===== config.mk =====
export PLATFORM = sky130hd
export DESIGN_NAME = flash_cpu_core
export DESIGN_NICKNAME = d
export VERILOG_FILES = /design/src/rtl/flash_cpu_pkg.sv /design/src/rtl/flash_read_hs.sv /design/src/rtl/flash_cpu_core.sv
export SDC_FILE = /design/constraint.sdc
export NUM_CORES = 1
export LEC_CHECK = 0
export CAP_MARGIN = 20
export CELL_PAD_IN_SITES_DETAIL_PLACEMENT = 1
export CELL_PAD_IN_SITES_GLOBAL_PLACEMENT = 2
export CORE_ASPECT_RATIO = 1.4
export CORE_UTILIZATION = 35
export CTS_CLUSTER_DIAMETER = 30
export DETAILED_ROUTE_END_ITERATION = 7
export PLACE_DENSITY_LB_ADDON = 0.12
export RECOVER_POWER = 25
export SYNTH_ARGS = -nofsm -noshare
export SYNTH_HDL_FRONTEND = slang
export SYNTH_SLANG_ARGS = --single-unit

===== constraint.sdc =====
create_clock -name clk -period 10.2 [get_ports clk]
set_input_delay 2.55 -clock clk [delete_from_list [all_inputs] [get_ports clk]]
set_output_delay 2.55 -clock clk [all_outputs]
set_load 0.03 [all_outputs]

===== src/rtl/flash_cpu_pkg.sv =====
// Shared definitions for the flash-executing CPU: instruction-word fields,
// opcode values and the encodings of the core and handshake state machines.
package flash_cpu_pkg;

  localparam int IMM_BIT = 15;
  localparam int OPC_MSB = 14;
  localparam int OPC_LSB = 9;
  localparam int IDX_MSB = 3;
  localparam int IDX_LSB = 0;
  localparam int OPC_W   = OPC_MSB - OPC_LSB + 1;

  localparam logic [OPC_W-1:0] OP_CLR  = 6'd0;
  localparam logic [OPC_W-1:0] OP_ADD  = 6'd1;
  localparam logic [OPC_W-1:0] OP_STA  = 6'd2;
  localparam logic [OPC_W-1:0] OP_INV  = 6'd3;
  localparam logic [OPC_W-1:0] OP_SUB  = 6'd4;
  localparam logic [OPC_W-1:0] OP_JMPZ = 6'd5;
  localparam logic [OPC_W-1:0] OP_WAIT = 6'd6;
  localparam logic [OPC_W-1:0] OP_HLT  = 6'd7;
  localparam logic [OPC_W-1:0] OP_JMP  = 6'd8;
  localparam logic [OPC_W-1:0] OP_BTN  = 6'd9;
  localparam logic [OPC_W-1:0] OP_LED  = 6'd10;

  typedef enum logic [3:0] {
    S_FETCH,
    S_F_WS,
    S_F_WD,
    S_DECODE,
    S_RETRIEVE,
    S_R_WS,
    S_R_WD,
    S_EXECUTE,
    S_WAIT,
    S_HALT
  } state_t;

  typedef enum logic [1:0] {
    HS_IDLE,
    HS_WAIT_FALL,
    HS_WAIT_RISE
  } hs_phase_t;

endpackage


===== src/rtl/flash_read_hs.sv =====
// Flash reader handshake: raise the request, wait for ready to fall, then
// for ready to rise (data valid), then drop the request. Shared by fetch and retrieve.
module flash_read_hs
  import flash_cpu_pkg::*;
(
  input  logic clk,
  input  logic reset_n,
  input  logic start_i,
  input  logic ready_i,
  output logic en_o,
  output logic fell_o,
  output logic done_o
);

  hs_phase_t phase_q, phase_d;
  logic      en_q, en_d;

  always_comb begin
    // NOTE: every output of this block gets a default first, so no path leaves one unassigned and no latch is inferred.
    phase_d = phase_q;
    en_d    = en_q;
    fell_o  = 1'b0;
    done_o  = 1'b0;
    unique case (phase_q)
      HS_IDLE: begin
        if (start_i) begin
          phase_d = HS_WAIT_FALL;
          en_d    = 1'b1;
        end
      end
      HS_WAIT_FALL: begin
        // A ready that is still high from the previous read must not count as data valid.
        if (!ready_i) begin
          phase_d = HS_WAIT_RISE;
          fell_o  = 1'b1;
        end
      end
      HS_WAIT_RISE: begin
        if (ready_i) begin
          phase_d = HS_IDLE;
          en_d    = 1'b0;
          done_o  = 1'b1;
        end
      end
      default: phase_d = HS_IDLE;
    endcase
  end

  always_ff @(posedge clk or negedge reset_n) begin
    // NOTE: state registers use non-blocking assignments so every flop samples pre-edge values.
    if (!reset_n) begin
      phase_q <= HS_IDLE;
      en_q    <= 1'b0;
    end else begin
      phase_q <= phase_d;
      en_q    <= en_d;
    end
  end

  assign en_o = en_q;

endmodule


===== src/rtl/flash_cpu_core.sv =====
// Flash-executing CPU core: fetches 16-bit words through the shared reader
// handshake, executes them on a small register file and drives LEDs/wait/buttons.
module flash_cpu_core
  import flash_cpu_pkg::*;
#(
  parameter int DATA_W     = 10,
  parameter int NREGS      = 4,
  parameter int PC_W       = 11,
  parameter int ADDR_W     = 24,
  parameter int NBTN       = 4,
  parameter int NLEDS      = 6,
  parameter int WAIT_TICKS = 27000
) (
  input  logic              clk,
  input  logic              reset_n,
  output logic [ADDR_W-1:0] flash_addr,
  output logic              flash_en,
  input  logic [15:0]       flash_data,
  input  logic              flash_ready,
  input  logic [NBTN-1:0]   btn_n,
  output logic [NLEDS-1:0]  leds,
  output logic              halted,
  output logic [PC_W-1:0]   pc_dbg
);

  localparam int RIDX_W = $clog2(NREGS);
  localparam int CNT_W  = DATA_W + $clog2(WAIT_TICKS + 1);
  localparam logic [CNT_W-1:0] TICKS = CNT_W'(WAIT_TICKS);

  state_t              state_q, state_d;
  logic [PC_W-1:0]     pc_q, pc_d;
  logic [15:0]         cmd_q;
  logic [15:0]         imm_q;
  logic [DATA_W-1:0]   regs_q [NREGS];
  logic [DATA_W-1:0]   regs_d [NREGS];
  logic [NLEDS-1:0]    leds_q, leds_d;
  logic [CNT_W-1:0]    wcnt_q, wcnt_d;

  logic                hs_start, hs_fell, hs_done;
  logic                imm_f;
  logic [OPC_W-1:0]    opc;
  logic [3:0]          idx;
  logic [RIDX_W-1:0]   ridx;
  logic [DATA_W-1:0]   p;
  logic [PC_W-1:0]     jmp_tgt;
  logic [15:0]         btn_ext;
  logic                unused_bits;

  flash_read_hs u_hs (
    .clk     (clk),
    .reset_n (reset_n),
    .start_i (hs_start),
    .ready_i (flash_ready),
    .en_o    (flash_en),
    .fell_o  (hs_fell),
    .done_o  (hs_done)
  );

  assign imm_f   = cmd_q[IMM_BIT];
  assign opc     = cmd_q[OPC_MSB:OPC_LSB];
  assign idx     = cmd_q[IDX_MSB:IDX_LSB];
  assign ridx    = RIDX_W'(int'(idx) % NREGS);
  assign p       = imm_f ? imm_q[DATA_W-1:0] : regs_q[ridx];
  assign btn_ext = 16'(btn_n);

  // Immediate jump targets come from the raw flash word, so a PC wider than
  // DATA_W can still reach the whole address range.
  assign jmp_tgt = imm_f ? PC_W'(imm_q) : PC_W'(regs_q[ridx]);

  assign unused_bits = ^{cmd_q[8:4], imm_q};

  always_comb begin
    state_d  = state_q;
    pc_d     = pc_q;
    regs_d   = regs_q;
    leds_d   = leds_q;
    wcnt_d   = wcnt_q;
    hs_start = 1'b0;
    unique case (state_q)
      S_FETCH: begin
        hs_start = 1'b1;
        state_d  = S_F_WS;
      end
      S_F_WS:  if (hs_fell) state_d = S_F_WD;
      S_F_WD:  if (hs_done) state_d = S_DECODE;
      S_DECODE: begin
        pc_d    = pc_q + PC_W'(1);
        state_d = imm_f ? S_RETRIEVE : S_EXECUTE;
      end
      S_RETRIEVE: begin
        hs_start = 1'b1;
        state_d  = S_R_WS;
      end
      S_R_WS:  if (hs_fell) state_d = S_R_WD;
      S_R_WD: begin
        if (hs_done) begin
          pc_d    = pc_q + PC_W'(1);
          state_d = S_EXECUTE;
        end
      end
      S_EXECUTE: begin
        state_d = S_FETCH;
        case (opc)
          OP_CLR:  regs_d[ridx] = '0;
          OP_ADD:  regs_d[0]    = regs_q[0] + p;
          OP_STA:  regs_d[ridx] = regs_q[0];
          OP_INV:  regs_d[ridx] = ~regs_q[ridx];
          OP_SUB:  regs_d[0]    = regs_q[0] - p;
          OP_JMPZ: if (regs_q[0] == '0) pc_d = jmp_tgt;
          OP_WAIT: begin
            wcnt_d  = CNT_W'(p) * TICKS;
            state_d = S_WAIT;
          end
          OP_HLT:  state_d = S_HALT;
          OP_JMP:  pc_d = jmp_tgt;
          OP_BTN:  regs_d[0] = DATA_W'((int'(idx) < NBTN) && !btn_ext[idx]);
          OP_LED:  leds_d = ~regs_q[0][NLEDS-1:0];
          default: ;
        endcase
      end
      S_WAIT: begin
        // Terminal count is checked before decrementing, giving p*WAIT_TICKS+1 cycles here.
        if (wcnt_q == '0) state_d = S_FETCH;
        else              wcnt_d  = wcnt_q - CNT_W'(1);
      end
      S_HALT:  state_d = S_HALT;
      default: state_d = S_FETCH;
    endcase
  end

  always_ff @(posedge clk or negedge reset_n) begin
    if (!reset_n) begin
      state_q <= S_FETCH;
      pc_q    <= '0;
      cmd_q   <= '0;
      imm_q   <= '0;
      leds_q  <= '1;
      wcnt_q  <= '0;
      // NOTE: the register file is tiny and architecturally defined as zero after reset, so it is reset like any flop.
      for (int i = 0; i < NREGS; i++) regs_q[i] <= '0;
    end else begin
      state_q <= state_d;
      pc_q    <= pc_d;
      leds_q  <= leds_d;
      wcnt_q  <= wcnt_d;
      regs_q  <= regs_d;
      if (state_q == S_F_WD && hs_done) cmd_q <= flash_data;
      if (state_q == S_R_WD && hs_done) imm_q <= flash_data;
    end
  end

  assign flash_addr = ADDR_W'(pc_q);
  assign leds       = leds_q;
  assign halted     = (state_q == S_HALT);
  assign pc_dbg     = pc_q;

endmodule

# Word level (Yosys, flattened, before mapping)
# Index checks and enable logic that the tools add are counted.
# W data, S select, Z words.
# word_totals
reg_bits	116
mem_count	0
out_inout_bits	43
in_bits	23
latch_bits	0
ramBits	0
word_cells	123
rom_bits	0
# op_classes
bitwise_logic	5
magnitude_cmp	4
n_mux	40
n_eq_ne	33
n_mul	1
addsub	4
n_shift	0
n_reduce_logical	24
div_mod_pow	0
# op_table
cell	count
$pmux W30 S3	1
$bwmux W40	2
$pmux W10 S6	1
$mux W25	2
$pmux W25 S2	1
$and A40 B40 Y40	1
$mux W10	4
$not A40 Y40	1
$pmux W4 S10	1
$mux W11	3
$pmux W11 S3	1
$logic_not A25 Y1	1
$sub A25 B1 Y25 const B	1
$eq A6 B3 Y1 const B	4
$mul A10 B12 Y22 const B	1
$pmux W11 S2	1
$bmux W10 S2	1
$demux W10 S2	1
$mux W4	5
$eq A6 B4 Y1 const B	3
$ne A2 B2 Y1 const B	9
$eq A4 B3 Y1 const B	4
$eq A6 B2 Y1 const B	2
$add A11 B1 Y11 const B	1
other kinds (38)	59

# Logic depth before layout (Yosys ltp)
# logic_depth
depth_word	8
depth_mapped	23

# Cells and area by module
# From an unflattened synthesis, not the netlist that was laid out.
# hier_totals
cells_unflattened	986
area_unflattened_um2	9411.5
# by_module_without_submodules
module	area_each_um2	cells_per_inst	seq_area_each_um2	instances
flash_cpu_core	9275.1	972	2710.1	1
flash_read_hs	136.4	14	75.1	1

# Worst setup path before layout
# Ideal clock, no wire load.
# synth_timing
path_kind	register to register
startpoint	register cmd_q[1]
endpoint	register wcnt_q[24]
path_stages_with_launch	22
arrival_ps	5996
setup_ps	104
setup_slack_ps	4100
t_required_ps	10096
n_path_buf	2
cell_sequence	dfrtp_1 clkbuf_2 buf_1 mux4_2 mux2i_1 inv_1 fa_1 inv_1 fa_1 inv_1 fa_1 fa_1 fa_1 ha_1 a211oi_1 o21bai_1 a21oi_1 o221ai_1 a31oi_1 a31oi_1 xnor2_1 a221oi_1
# synth_between
elab_chain_len	8
# synth_lines
item	line_no	source
from (decl)	flash_cpu_core.sv:32	logic [15:0] cmd_q;
from (signal assigned)	flash_cpu_core.sv:147	if (state_q == S_F_WD && hs_done) cmd_q <= flash_data;
$not A2 Y3 (implied by the code)	flash_cpu_core.sv:63	assign p = imm_f ? imm_q[DATA_W-1:0] : regs_q[ridx];
$bmux W10 S2	flash_cpu_core.sv:63	
$mux W10 (implied by the code) (2 in a row)	flash_cpu_core.sv:63	
$mux W10	flash_cpu_core.sv:63	
$mul A10 B12 Y22	flash_cpu_core.sv:111	wcnt_d = CNT_W'(p) * TICKS;
$mux W25	flash_cpu_core.sv:103	case (opc)
$pmux W25 S2	flash_cpu_core.sv:79	unique case (state_q)
to (signal assigned)	flash_cpu_core.sv:145	wcnt_q <= wcnt_d;
to (decl)	flash_cpu_core.sv:37	logic [CNT_W-1:0] wcnt_q, wcnt_d;
# No other way between the ends. The select of a mux whose other input is x is not followed.
# A chain may end at the register's enable or synchronous reset.

# Final worst setup path
# layout_timing
startpoint	register cmd_q[0]
endpoint	register wcnt_q[24]
# The elaborated chain is that of the path after synthesis.

==> results.py <==
metrics = {
    "floorplanning": {
        "start_util_pct": 35.68,
        "fp.dieW_um": 138.2,
        "ioPinCount": 66,
        "fp.dieH_um": 192.6,
        "dieArea_um2": 26620,
        "rows": 69,
        "coreArea_um2": 25470,
    },
    "sta": {
        "tightestPinTransition_ns": 3.268,
        "max_freq_ghz": 0.1474,
        "setup_viol": 0,
        "whs_ns": 0.4809,
        "period_needed_ns": 6.783,
        "skew_ns": 0.01054,
        "rsz0062_at_grt": "no",
        "tns_ns": 0,
        "fin_crit_sh_pct": 66.50,
        "relSlewSlack_pct": -117.9,
        "slew_viol_final": 58,
        "hold_viol": 0,
    },
    "placement": {
        "gp_congestion": 0.8053,
        "io_buffers": 52,
        "dp.final_hpwl_um": 21300,
    },
    "synthesis": {
        "ys.flop_type": "dfrtp_1",
        "syn_area_um2": 9086,
        "synth_top_area_share_pct": 28.92,
        "synth_warnings": 0,
        "synth-edff-count": 0,
        "ys_ff_latch": 111,
        "yosysTopAreaCell": "dfrtp_1",
        "syn_area_per_cell_um2": 9.377,
        "synth_area_leaders": "dfrtp_1 (29%), ha_1 (12%), fa_1 (8.2%)",
        "ys_types": 75,
        "synth_cells": 969,
        "async_flop_share_pct": 100.0,
        "yosysSeqAreaShare_pct": 30.65,
    },
    "critical_path": {
        "critPathLaunchType": "flop",
        "critical_path_required_ns": 10.47,
        "reg2reg_to": "wcnt_q[24]",
        "rrSetupSlack_ns": 3.42,
        "crit_path_end_kind": "flop",
        "r2r_cells": 19,
        "crit_fanout": 10,
        "critPathKind": "reg2reg",
        "arrival_ns": 7.06,
        "r2r_start": "cmd_q[0]",
        "crit_start": "cmd_q[0]",
    },
    "power_and_ir_drop": {
        "power_per_cell_area_nw_per_um2": 275.7,
        "finalPower_mw": 2.759,
        "p_leak_nw": 4.751,
        "vdd_drop_max_v": 0.0001118,
    },
    "global_route": {
        "gr-usage-met2_pct": 42.78,
        "grt_use_total_pct": 21.66,
        "grtUsageMet3_pct": 2.804,
        "first_global_vias": 7736,
        "grt_pass1_wl_um": 43680,
        "antenna_found_initial": 0,
        "grt_max_degree": 58,
        "grt.busiest_layer": "met2",
        "grt.overflow.total": 0,
        "grtUsageMet1_pct": 23.87,
    },
    "detailed_routing": {
        "wl_per_cell_um": 20.36,
        "wirelength_um": 26670,
        "vias_per_cell": 5.392,
        "first_iter_violations": 221,
        "ant_nets": 0,
        "dr.pass1.iters": 8,
        "drc": 6,
        "vias": 7064,
    },
    "cts": {
        "root_buffer": "clkbuf_16",
        "clk_pin_slew_ns": 0.08,
        "clkSinkCount": 111,
        "cts.path.max_buffers": 2,
        "htreeDepth": 3,
        "cts_tree": "done",
        "numCtsBuffers": 9,
        "clk-insertion-delay-late_ns": 0.38,
        "hold_buffers": 0,
        "postCtsSetupRepairBufs": 0,
        "ctsResizeCount": 0,
    },
    "cells_and_area": {
        "final_cell_mix": "dfrtp_1 (105), ha_1 (90), inv_1 (87)",
        "nets": 1136,
        "drive_above_1_share_pct": 7.669,
        "area_growth_pct": 10.15,
        "diodes": 0,
        "final_common_cell": "dfrtp_1",
    },
    "run_status": {
        "violations": "design-rule violations, max-capacitance violations, max-slew violations",
        "status": "finished, violations left",
    },
    "job": {
        "drv_cap": 1,
    },
    "hold_path": {
        "hold_class": "reg2reg",
        "hold_depth": 2,
        "hp-start": "regs_q[17]",
        "whs_endpoint": "regs_q[17]",
    },
}
==> where the power goes <==
part           total (mW)  switching (mW)  internal, mW  leakage (nW)
combinational        1.70           0.973         0.727          3.12
clock               0.381           0.188         0.193         0.141
sequential          0.678           0.145         0.533          1.49
total                2.76            1.31          1.45          4.75
==> logic make-up after synthesis <==
| kind of cell | Yosys count | share of synthesized area [%] |
|---|---|---|
| AND/OR/NAND/NOR | 250 | 14.32 |
| AO/OA/AOI/OAI | 238 | 16.11 |
| buffers and inverters | 153 | 7.615 |
| adder cells (fa/ha/maj) | 127 | 20.55 |
| flip-flops | 111 | 30.65 |
| multiplexers | 50 | 6.954 |
| XOR/XNOR | 39 | 3.759 |
| other | 1 | 0.04127 |
==> per-stage QoR <==
step	instance area [um^2]	worst slack (ns)	instances	util (%)
after CTS	10040	3.351	1310	39.43
final	10010	3.417	1310	39.30
after global routing	10010	2.951	1310	39.30
after floorplan	9131	4.100	981	-
after global placement	9743	3.461	1294	38.26
after detailed placement	9743	3.428	1294	38.26
==> flip-flops by register name, summed over array words and instances (netlist names) <==
name,count
regs_q,40
wcnt_q,25
pc_dbg,11
imm_q,11
leds,6
cmd_q,11
u_hs.phase_q,2
state_q,4
u_hs.en_o,1
==> cell type report <==
| type | count | area, um^2 |
|---|---|---|
| Fill cell | 2942 | 15460 |
| Multi-Input combinational cell | 717 | 5624 |
| Sequential cell | 111 | 2785 |
| Timing Repair Buffer | 60 | 574.3 |
| Tap cell | 319 | 399.1 |
| Inverter | 87 | 326.6 |
| Clock buffer | 10 | 229.0 |
| Clock inverter | 6 | 70.07 |
==> critical path: stages (launching register included) <==
cell	delay, ns
dfrtp_1	0.67
mux4_2	0.59
mux2i_1	0.47
inv_1	0.28
fa_1	0.56
inv_1	0.07
fa_1	0.49
inv_1	0.06
fa_1	0.51
fa_1	0.58
fa_1	0.43
ha_1	0.39
a211oi_1	0.23
o21bai_1	0.10
a21oi_1	0.15
o221ai_1	0.19
a31oi_1	0.35
a31oi_1	0.16
xnor2_1	0.16
a221oi_1	0.26
==> Yosys cell counts, types with 8 or more instances <==
master / count
a21o_1: 9
a21oi_1: 75
and3_1: 8
buf_4: 26
clkbuf_1: 31
dfrtp_1: 105
fa_1: 37
ha_1: 90
inv_1: 87
mux2_2: 25
mux2i_1: 17
mux4_2: 8
nand2_1: 63
nand2b_1: 8
nand3_1: 16
nor2_1: 76
nor3_1: 18
nor4_1: 11
o21ai_0: 64
o21ai_1: 8
o22a_1: 9
xnor2_1: 27
xor2_1: 12
==> layer usage <==
| metal | share of wire (%) | up-vias |
|---|---|---|
| met1 | 41 | 3557 |
| met4 | 2.2 | 0 |
| li1 | - | 3417 |
| met5 | 0 | - |
| met3 | 1.9 | 30 |
| met2 | 55 | 60 |
==> worst max-delay path by stage <==
stage          depth (start not counted)  slack, ns    endpoint
2_1_floorplan                         21       4.10  wcnt_q[24]
3_3_place_gp                          19       3.46  wcnt_q[24]
3_5_place_dp                          19       3.43  wcnt_q[24]
4_1_cts                               19       3.35  wcnt_q[24]
5_1_grt                               21       2.95  wcnt_q[24]
6_report                              19       3.42  wcnt_q[24]
Power figures use the tool's default switching activity.
